--- config.mk ---
export PLATFORM = sky130hd
export DESIGN_NAME = uart_rx_push
export DESIGN_NICKNAME = d
export VERILOG_FILES = /design/src/rtl/fifo_pkg.sv /design/src/rtl/sync_2ff.sv /design/src/rtl/uart_rx_push.sv
export SDC_FILE = /design/constraint.sdc
export NUM_CORES = 1
export LEC_CHECK = 0
export ABC_CLOCK_PERIOD_IN_PS = 4800
export BUFFER_PORTS_ARGS = -buffer_cell sky130_fd_sc_hd__buf_2
export CAP_MARGIN = 20
export CORE_UTILIZATION = 45
export CTS_CLUSTER_SIZE = 25
export DETAILED_ROUTE_END_ITERATION = 8
export GPL_ROUTABILITY_DRIVEN = 0
export PLACE_DENSITY = 0.75
export RECOVER_POWER = 50
export SETUP_SLACK_MARGIN = 0.3
export SLEW_MARGIN = 40
export SYNTH_ARGS = -nofsm -noshare
export SYNTH_HDL_FRONTEND = slang
export SYNTH_SLANG_ARGS = --single-unit
--- constraint.sdc ---
create_clock -name i_clk -period 4.8 [get_ports i_clk]
set_input_delay 0 -clock i_clk [delete_from_list [all_inputs] [get_ports i_clk]]
set_output_delay 0 -clock i_clk [all_outputs]
set_load 0.1 [all_outputs]
--- src/rtl/fifo_pkg.sv ---
// Shared definitions for the byte FIFO and its producers.
// FIFO command codes and the UART receiver state encoding.
package fifo_pkg;

   localparam logic [1:0] CMD_NONE = 2'd0;
   localparam logic [1:0] CMD_PUSH = 2'd1;
   localparam logic [1:0] CMD_POP  = 2'd2;

   typedef enum logic [2:0] {
      IDLE,
      START,
      DATA,
      PARITY,
      STOP,
      PUSH,
      BREAK
   } uart_rx_state_t;

endpackage

--- src/rtl/sync_2ff.sv ---
// Two-flop synchronizer for a single asynchronous input bit.
// Ports: i_clk, i_reset (async, active-high), i_d (async in), o_q (synced).
module sync_2ff #(
   parameter logic RST_VAL = 1'b0
) (
   input  logic i_clk,
   input  logic i_reset,
   input  logic i_d,
   output logic o_q
);

   logic meta_q;
   logic sync_q;

   always_ff @(posedge i_clk or posedge i_reset) begin
      if (i_reset) begin
         meta_q <= RST_VAL;
         sync_q <= RST_VAL;
      end else begin
         meta_q <= i_d;
         sync_q <= meta_q;
      end
   end

   assign o_q = sync_q;

endmodule

--- src/rtl/uart_rx_push.sv ---
// UART receiver (8N1, LSB first) issuing each good byte as a FIFO PUSH.
// Ports: i_clk, i_reset (async, active-high), i_rx (serial, idle high),
//   i_full (drop byte when high); o_enable/o_cmd/o_data (FIFO command),
//   o_busy, o_frame_err, o_overrun, and o_parity_err when
//   UART_RX_PARITY_EN is defined (adds one even-parity bit per frame).
module uart_rx_push
   import fifo_pkg::*;
#(
   parameter int CLKS_PER_BIT = 16,
   parameter int WIDTH        = 8
) (
   input  logic             i_clk,
   input  logic             i_reset,
   input  logic             i_rx,
   input  logic             i_full,
   output logic             o_enable,
   output logic [1:0]       o_cmd,
   output logic [WIDTH-1:0] o_data,
   output logic             o_busy,
   output logic             o_frame_err,
   output logic             o_overrun
`ifdef UART_RX_PARITY_EN
   ,
   output logic             o_parity_err
`endif
);

   localparam int CW = $clog2(CLKS_PER_BIT);
   localparam int IW = $clog2(WIDTH + 1);

   localparam logic [CW-1:0] HALF_M1  = CW'(CLKS_PER_BIT / 2 - 1);
   localparam logic [CW-1:0] FULL_M1  = CW'(CLKS_PER_BIT - 1);
   localparam logic [IW-1:0] LAST_BIT = IW'(WIDTH - 1);

   logic rx_s;

   uart_rx_state_t state_q, state_d;
   logic [CW-1:0]    cnt_q, cnt_d;
   logic [IW-1:0]    idx_q, idx_d;
   logic [WIDTH-1:0] shift_q, shift_d;
   logic [WIDTH-1:0] data_q, data_d;
   logic [1:0]       cmd_q, cmd_d;
   logic             en_q, en_d;
   logic             ferr_q, ferr_d;
   logic             ovr_q, ovr_d;
`ifdef UART_RX_PARITY_EN
   logic             perr_q, perr_d;
   logic             pbad_q, pbad_d;
`endif

   logic tick;

   sync_2ff #(
      .RST_VAL (1'b1)
   ) u_sync (
      .i_clk   (i_clk),
      .i_reset (i_reset),
      .i_d     (i_rx),
      .o_q     (rx_s)
   );

   // Counter reaching zero marks the sample point of the current bit.
   assign tick = (cnt_q == '0);

   always_comb begin
      state_d = state_q;
      cnt_d   = cnt_q;
      idx_d   = idx_q;
      shift_d = shift_q;
      data_d  = data_q;
      cmd_d   = CMD_NONE;
      en_d    = 1'b0;
      ferr_d  = 1'b0;
      ovr_d   = 1'b0;
`ifdef UART_RX_PARITY_EN
      perr_d  = 1'b0;
      pbad_d  = pbad_q;
`endif

      case (state_q)
         IDLE: begin
            if (!rx_s) begin
               cnt_d   = HALF_M1;
               state_d = START;
            end
         end

         START: begin
            if (tick) begin
               if (!rx_s) begin
                  cnt_d   = FULL_M1;
                  idx_d   = '0;
                  state_d = DATA;
               end else begin
                  state_d = IDLE;
               end
            end else begin
               cnt_d = cnt_q - CW'(1);
            end
         end

         DATA: begin
            if (tick) begin
               // LSB arrives first, so shift in from the top.
               shift_d = (shift_q >> 1)
                       | (WIDTH'(rx_s) << (WIDTH - 1));
               cnt_d   = FULL_M1;
               if (idx_q == LAST_BIT) begin
                  idx_d   = '0;
`ifdef UART_RX_PARITY_EN
                  state_d = PARITY;
`else
                  state_d = STOP;
`endif
               end else begin
                  idx_d = idx_q + IW'(1);
               end
            end else begin
               cnt_d = cnt_q - CW'(1);
            end
         end

`ifdef UART_RX_PARITY_EN
         PARITY: begin
            if (tick) begin
               // Even parity: data plus parity bit must xor to zero.
               pbad_d  = ^{shift_q, rx_s};
               cnt_d   = FULL_M1;
               state_d = STOP;
            end else begin
               cnt_d = cnt_q - CW'(1);
            end
         end
`endif

         STOP: begin
            if (tick) begin
               if (!rx_s) begin
                  ferr_d  = 1'b1;
                  state_d = BREAK;
`ifdef UART_RX_PARITY_EN
               end else if (pbad_q) begin
                  perr_d  = 1'b1;
                  state_d = IDLE;
`endif
               end else if (i_full) begin
                  ovr_d   = 1'b1;
                  state_d = IDLE;
               end else begin
                  en_d    = 1'b1;
                  cmd_d   = CMD_PUSH;
                  data_d  = shift_q;
                  state_d = PUSH;
               end
            end else begin
               cnt_d = cnt_q - CW'(1);
            end
         end

         PUSH: begin
            state_d = IDLE;
         end

         // A line held low must go high before a new start is seen.
         BREAK: begin
            if (rx_s) begin
               state_d = IDLE;
            end
         end

         default: begin
            state_d = IDLE;
         end
      endcase
   end

   always_ff @(posedge i_clk or posedge i_reset) begin
      if (i_reset) begin
         state_q <= IDLE;
         cnt_q   <= '0;
         idx_q   <= '0;
         shift_q <= '0;
         data_q  <= '0;
         cmd_q   <= CMD_NONE;
         en_q    <= 1'b0;
         ferr_q  <= 1'b0;
         ovr_q   <= 1'b0;
      end else begin
         state_q <= state_d;
         cnt_q   <= cnt_d;
         idx_q   <= idx_d;
         shift_q <= shift_d;
         data_q  <= data_d;
         cmd_q   <= cmd_d;
         en_q    <= en_d;
         ferr_q  <= ferr_d;
         ovr_q   <= ovr_d;
      end
   end

`ifdef UART_RX_PARITY_EN
   always_ff @(posedge i_clk or posedge i_reset) begin
      if (i_reset) begin
         perr_q <= 1'b0;
         pbad_q <= 1'b0;
      end else begin
         perr_q <= perr_d;
         pbad_q <= pbad_d;
      end
   end

   assign o_parity_err = perr_q;
`endif

   assign o_enable    = en_q;
   assign o_cmd       = cmd_q;
   assign o_data      = data_q;
   assign o_busy      = (state_q != IDLE);
   assign o_frame_err = ferr_q;
   assign o_overrun   = ovr_q;

endmodule

Yosys cells after proc, flatten, opt, wreduce, memory -nomap -nowiden. Cells that the tools add are included.

Memories: 0. Bits of input ports: 4. Bits in writable memories: 0. Register bits: 34. Bits in latches: 0. Memory bits (read-only): 0.

Shifts and indexed selects: 0. Bitwise operators: 2. Equal/unequal tests: 14. Add/subtract/negate cells: 2. Div/mod/pow operators: 0. Reductions and logical operators: 10. Order comparisons: 0. $mul: 0. Mux-type cells: 36.

Operators by type and width (count): $mux 4 (9); $mux 3 (8); $pmux 4 s4 (1); $mux 1 (15); $pmux 3 s5 (1); $ne 2x2->1 const B (7); $reduce_and 4->1 (3); $or 7x8->8 (1); $pmux 4 s2 (1); $eq 3x3->1 const B (2); $reduce_and 6->1 (1); $add 4x1->4 const B (1); $eq 4x3->1 const B (1); $logic_not 4->1 (1); $reduce_bool 4->1 (1); $sub 4x1->4 const B (1); $eq 3x1->1 const B (1); $eq 3x2->1 const B (1); $logic_not 3->1 (1); $ne 3x3->1 const B (1); $reduce_bool 3->1 (1); $mux 2 (1); $ne 2x1->1 const B (1); $reduce_and 2->1 (1); 2 further kinds (2).

Longest topological paths before layout.
Depth in word-level cells: 4. Mapped depth: 7. Mapped depth without buffers: 6.

Hierarchy. A second synthesis with hierarchy kept.

Cells, all modules: 162. Area total of the unflattened synthesis: 1590.3 µm².

Modules (own cells, without submodules): uart_rx_push (times used 1, seq. area each 750.7 µm², cells an instance 159, area an instance 1534.0 µm²); sync_2ff (times used 1, seq. area each 52.6 µm², cells an instance 3, area an instance 56.3 µm²).

Worst setup path after synthesis. Ideal clock, no wire load.

Path type: reg-to-reg. Start: register cnt_q[0]. End: register data_q[0] (netlist: o_data[0]). Clock period less this slack: 1939 ps. Cell stages (with the launch flop): 7. Setup time: 125 ps. Data required time: 4675 ps. Path slack: 2861 ps. Buffers on the path: 0. Arrival: 1813 ps. Cell sequence: dfrtp_1 > inv_1 > ha_1 > nor3b_2 > nand3_1 > nor2_4 > mux2_2.

Cells in the longest elaborated chain, start to end: 2.

RTL lines: start: declaration (line uart_rx_push.sv:38) `logic [CW-1:0] cnt_q, cnt_d;`; start signal: assignment (line uart_rx_push.sv:190) `cnt_q <= cnt_d;`; $logic_not 4->1 (line uart_rx_push.sv:63) `assign tick = (cnt_q == '0);`; $reduce_and 4->1 (no line); end signal: assignment (line uart_rx_push.sv:193) `data_q <= data_d;`; end: declaration (line uart_rx_push.sv:41) `logic [WIDTH-1:0] data_q, data_d;`.

Every way passes these cells. A chain may end at the register's enable or synchronous reset.

Worst setup path after layout.
Start: register cnt_q[0]. End: register data_q[5] (netlist: o_data[5]).

Same word-level chain as after synthesis.

==> run metrics <==
dpl hpwl=1840 µm; commonest non-fill, non-tap cell in the layout=dfrtp_1; most frequent cells in the layout=dfrtp_1 (30), mux2_2 (16), buf_2 (12); register area share after synthesis=51.2%; post-route minimum period=2.25 ns; xor and xnor area share after synthesis=1.68%; ANT cells=0; Arr. time, crit path=2.47 ns; critical path type=flop to flop; final WL=2720 µm; CTS tree=yes; Syn Area/Cell=11.5 µm²; final worst-path cycle share=47.0%; top post-synthesis cells by area=dfrtp_1 (48%), mux2_2 (11%), dfstp_2 (3.4%); die area=0.00372 mm²; flop-to-flop setup slack=2.55 ns; buffer depth of the longest clock path=2; Final Util=52.1%; P&R area growth vs syn=10.9%; leakage=0.826 nW; fin nets=159; height of the die=61.0 µm; Tightest Hold Check Type=primary input to flop; CTS sink cnt=32; initial core utilization=47.0%; MaxCap Viol Count=1; Mapped Cells=136; worst clock skew=0.0121 ns; RSZ-0062 raised after global routing=no; worst hold stages=2; Clock H-tree levels=2; share of cells above drive strength 1=28.6%; Vias per Instance=5.49; Die Width=61.0 µm; compound-gate portion of the synthesized area=15.2%; yosys warns=0; routed length per instance=13.6 µm; reg2reg path depth=6; routed vias=1097; Netlist cell types=45; CP max FO=9; Slew @ Worst Pin=1.63 ns; Post-DRT Antenna Nets=0; register bit total from synthesis=32; worst r2r src=cnt_q[0]; CP Launch Type=flop; number of I/O pins=18; Max VDD drop=0.250 mV; drt drc=0; Power Dens Cells=454 mW/mm²; IO Port Bufs=16; largest area contributor in the netlist=dfrtp_1; row count=21; GRT overflow=0; Crit Reg-Reg Endpoint=o_data[5]; syn_nets=142; vias in the first global route=987; Max-slew headroom=-8.75%; WP data required=5.02 ns; first-pass GRT wire length=4480 µm; area of the mapped netlist=0.00157 mm²; FFs w/ async S/R, synth=100%; first drt pass iteration count=4; clk_lat worst skew=0.33 ns; post-cts sizing count=0; Final Hold Fails=0; Finish-stage setup viols=0; number of synthesized flops with an enable pin=0; post-route setup TNS=0 ns; Num CTS Buffers=5; failing checks=max-capacitance violations, max-slew violations; Synth top area share=47.9%; initial antenna violation count=0; Hold Path End=u_sync.meta_q; largest net degree at the start of global routing=33; hold path startpoint=i_rx; Critical Path Start=cnt_q[0]; initial drt markers=74; Core ar.=0.00334 mm²; Peak Freq=444 MHz; Slew Viols, Final=33; top_reg_cell synth=dfrtp_1; root buffer cell=clkbuf_4; Post-CTS Hold Fix Bufs=3; mux cell area share after synthesis=11.5%; Tot GR Track Use=16.9%; critical path capture point type=flop; status=finished, violations left; post-CTS setup buffers=0; Post-Synth Simple-Gate Area=13.7%; largest family of logic cells by synthesized area=compound AO/OA/AOI/OAI gates; hold slack=0.314 ns; adder-cell share of the synthesized area=1.60%; CTS clk-pin slew, worst paths=0.11 ns
[critical path, stage by stage, from the launching register on]
cell     delay [ns]
dfrtp_1        0.44
inv_1          0.11
ha_1           0.22
nor3b_2        0.49
nand3_1        0.23
nor2_4         0.28
mux2_2         0.37
[worst max path at each step]
stage | endpoint | slack, ns
2_1_floorplan | o_data[0] | 2.86
3_3_place_gp | o_data[5] | 2.63
3_5_place_dp | o_data[5] | 2.56
4_1_cts | o_data[5] | 2.54
5_1_grt | o_data[1] | 2.33
6_report | o_data[5] | 2.55
[logic make-up after synthesis]
| group | Yosys count |
|---|---|
| AO/OA/AOI/OAI | 32 |
| XOR/XNOR | 3 |
| adder cells (fa/ha/maj) | 2 |
| buffers and inverters | 15 |
| flip-flops | 32 |
| multiplexers | 16 |
| other | 1 |
| AND/OR/NAND/NOR | 35 |
[through the flow]
step                std cells  worst slack [ns]  instance area, µm²  power, mW
global placement          189              2.63                1660      0.616
floorplan                 136              2.86                1570      0.582
CTS                       200              2.54                1750      0.796
detailed placement        189              2.56                1660      0.631
finish                    200              2.55                1740      0.789
global route              200              2.33                1740      0.847
[cell usage after synthesis (all sizes together) (2+ instances only)]
| master | n |
|---|---|
| nor2 | 10 |
| buf | 7 |
| o311ai | 2 |
| inv | 5 |
| nand2 | 5 |
| xor2 | 2 |
| mux2 | 16 |
| o21bai | 2 |
| dfrtp | 30 |
| and3 | 2 |
| nor2b | 3 |
| clkbuf | 3 |
| nor3b | 5 |
| ha | 2 |
| or3b | 2 |
| dfstp | 2 |
| a31oi | 4 |
| a21oi | 4 |
| nand2b | 3 |
| a21o | 2 |
| o21ai | 6 |
[sequential cells by signal (all words and copies together) (netlist names)]
name and flops:
cnt_q 4, u_sync.meta_q 1, o_data 8, o_cmd 1, u_sync.o_q 1, idx_q 4, state_q 3, o_frame_err 1
o_overrun 1, shift_q 8
[final cells by class]
cell class / count / area (µm²)
tap: 46 / 57.6
inverter: 5 / 18.8
sequential: 32 / 803
fill: 317 / 1600
clock inverter: 1 / 7.51
clock buffer: 7 / 55.1
multi-input combinational: 89 / 688
timing repair buffer: 20 / 109
[where the power goes]
group / internal (mW) / switching [mW]
registers: 0.326 / 0.0684
clock network: 0.0717 / 0.0899
logic: 0.118 / 0.115
total: 0.515 / 0.274
[per-layer routing]
layer	vias up	track usage [%]	routed length, µm	share of wire, %
met1	545	22.2	1230	45
met4	0	9.74	49	1.8
li1	523	-	-	-
met2	22	24.5	1330	49
met5	-	0	0	0
met3	7	5.25	104	3.8
Note: power is estimated with default switching activity, not from simulation.
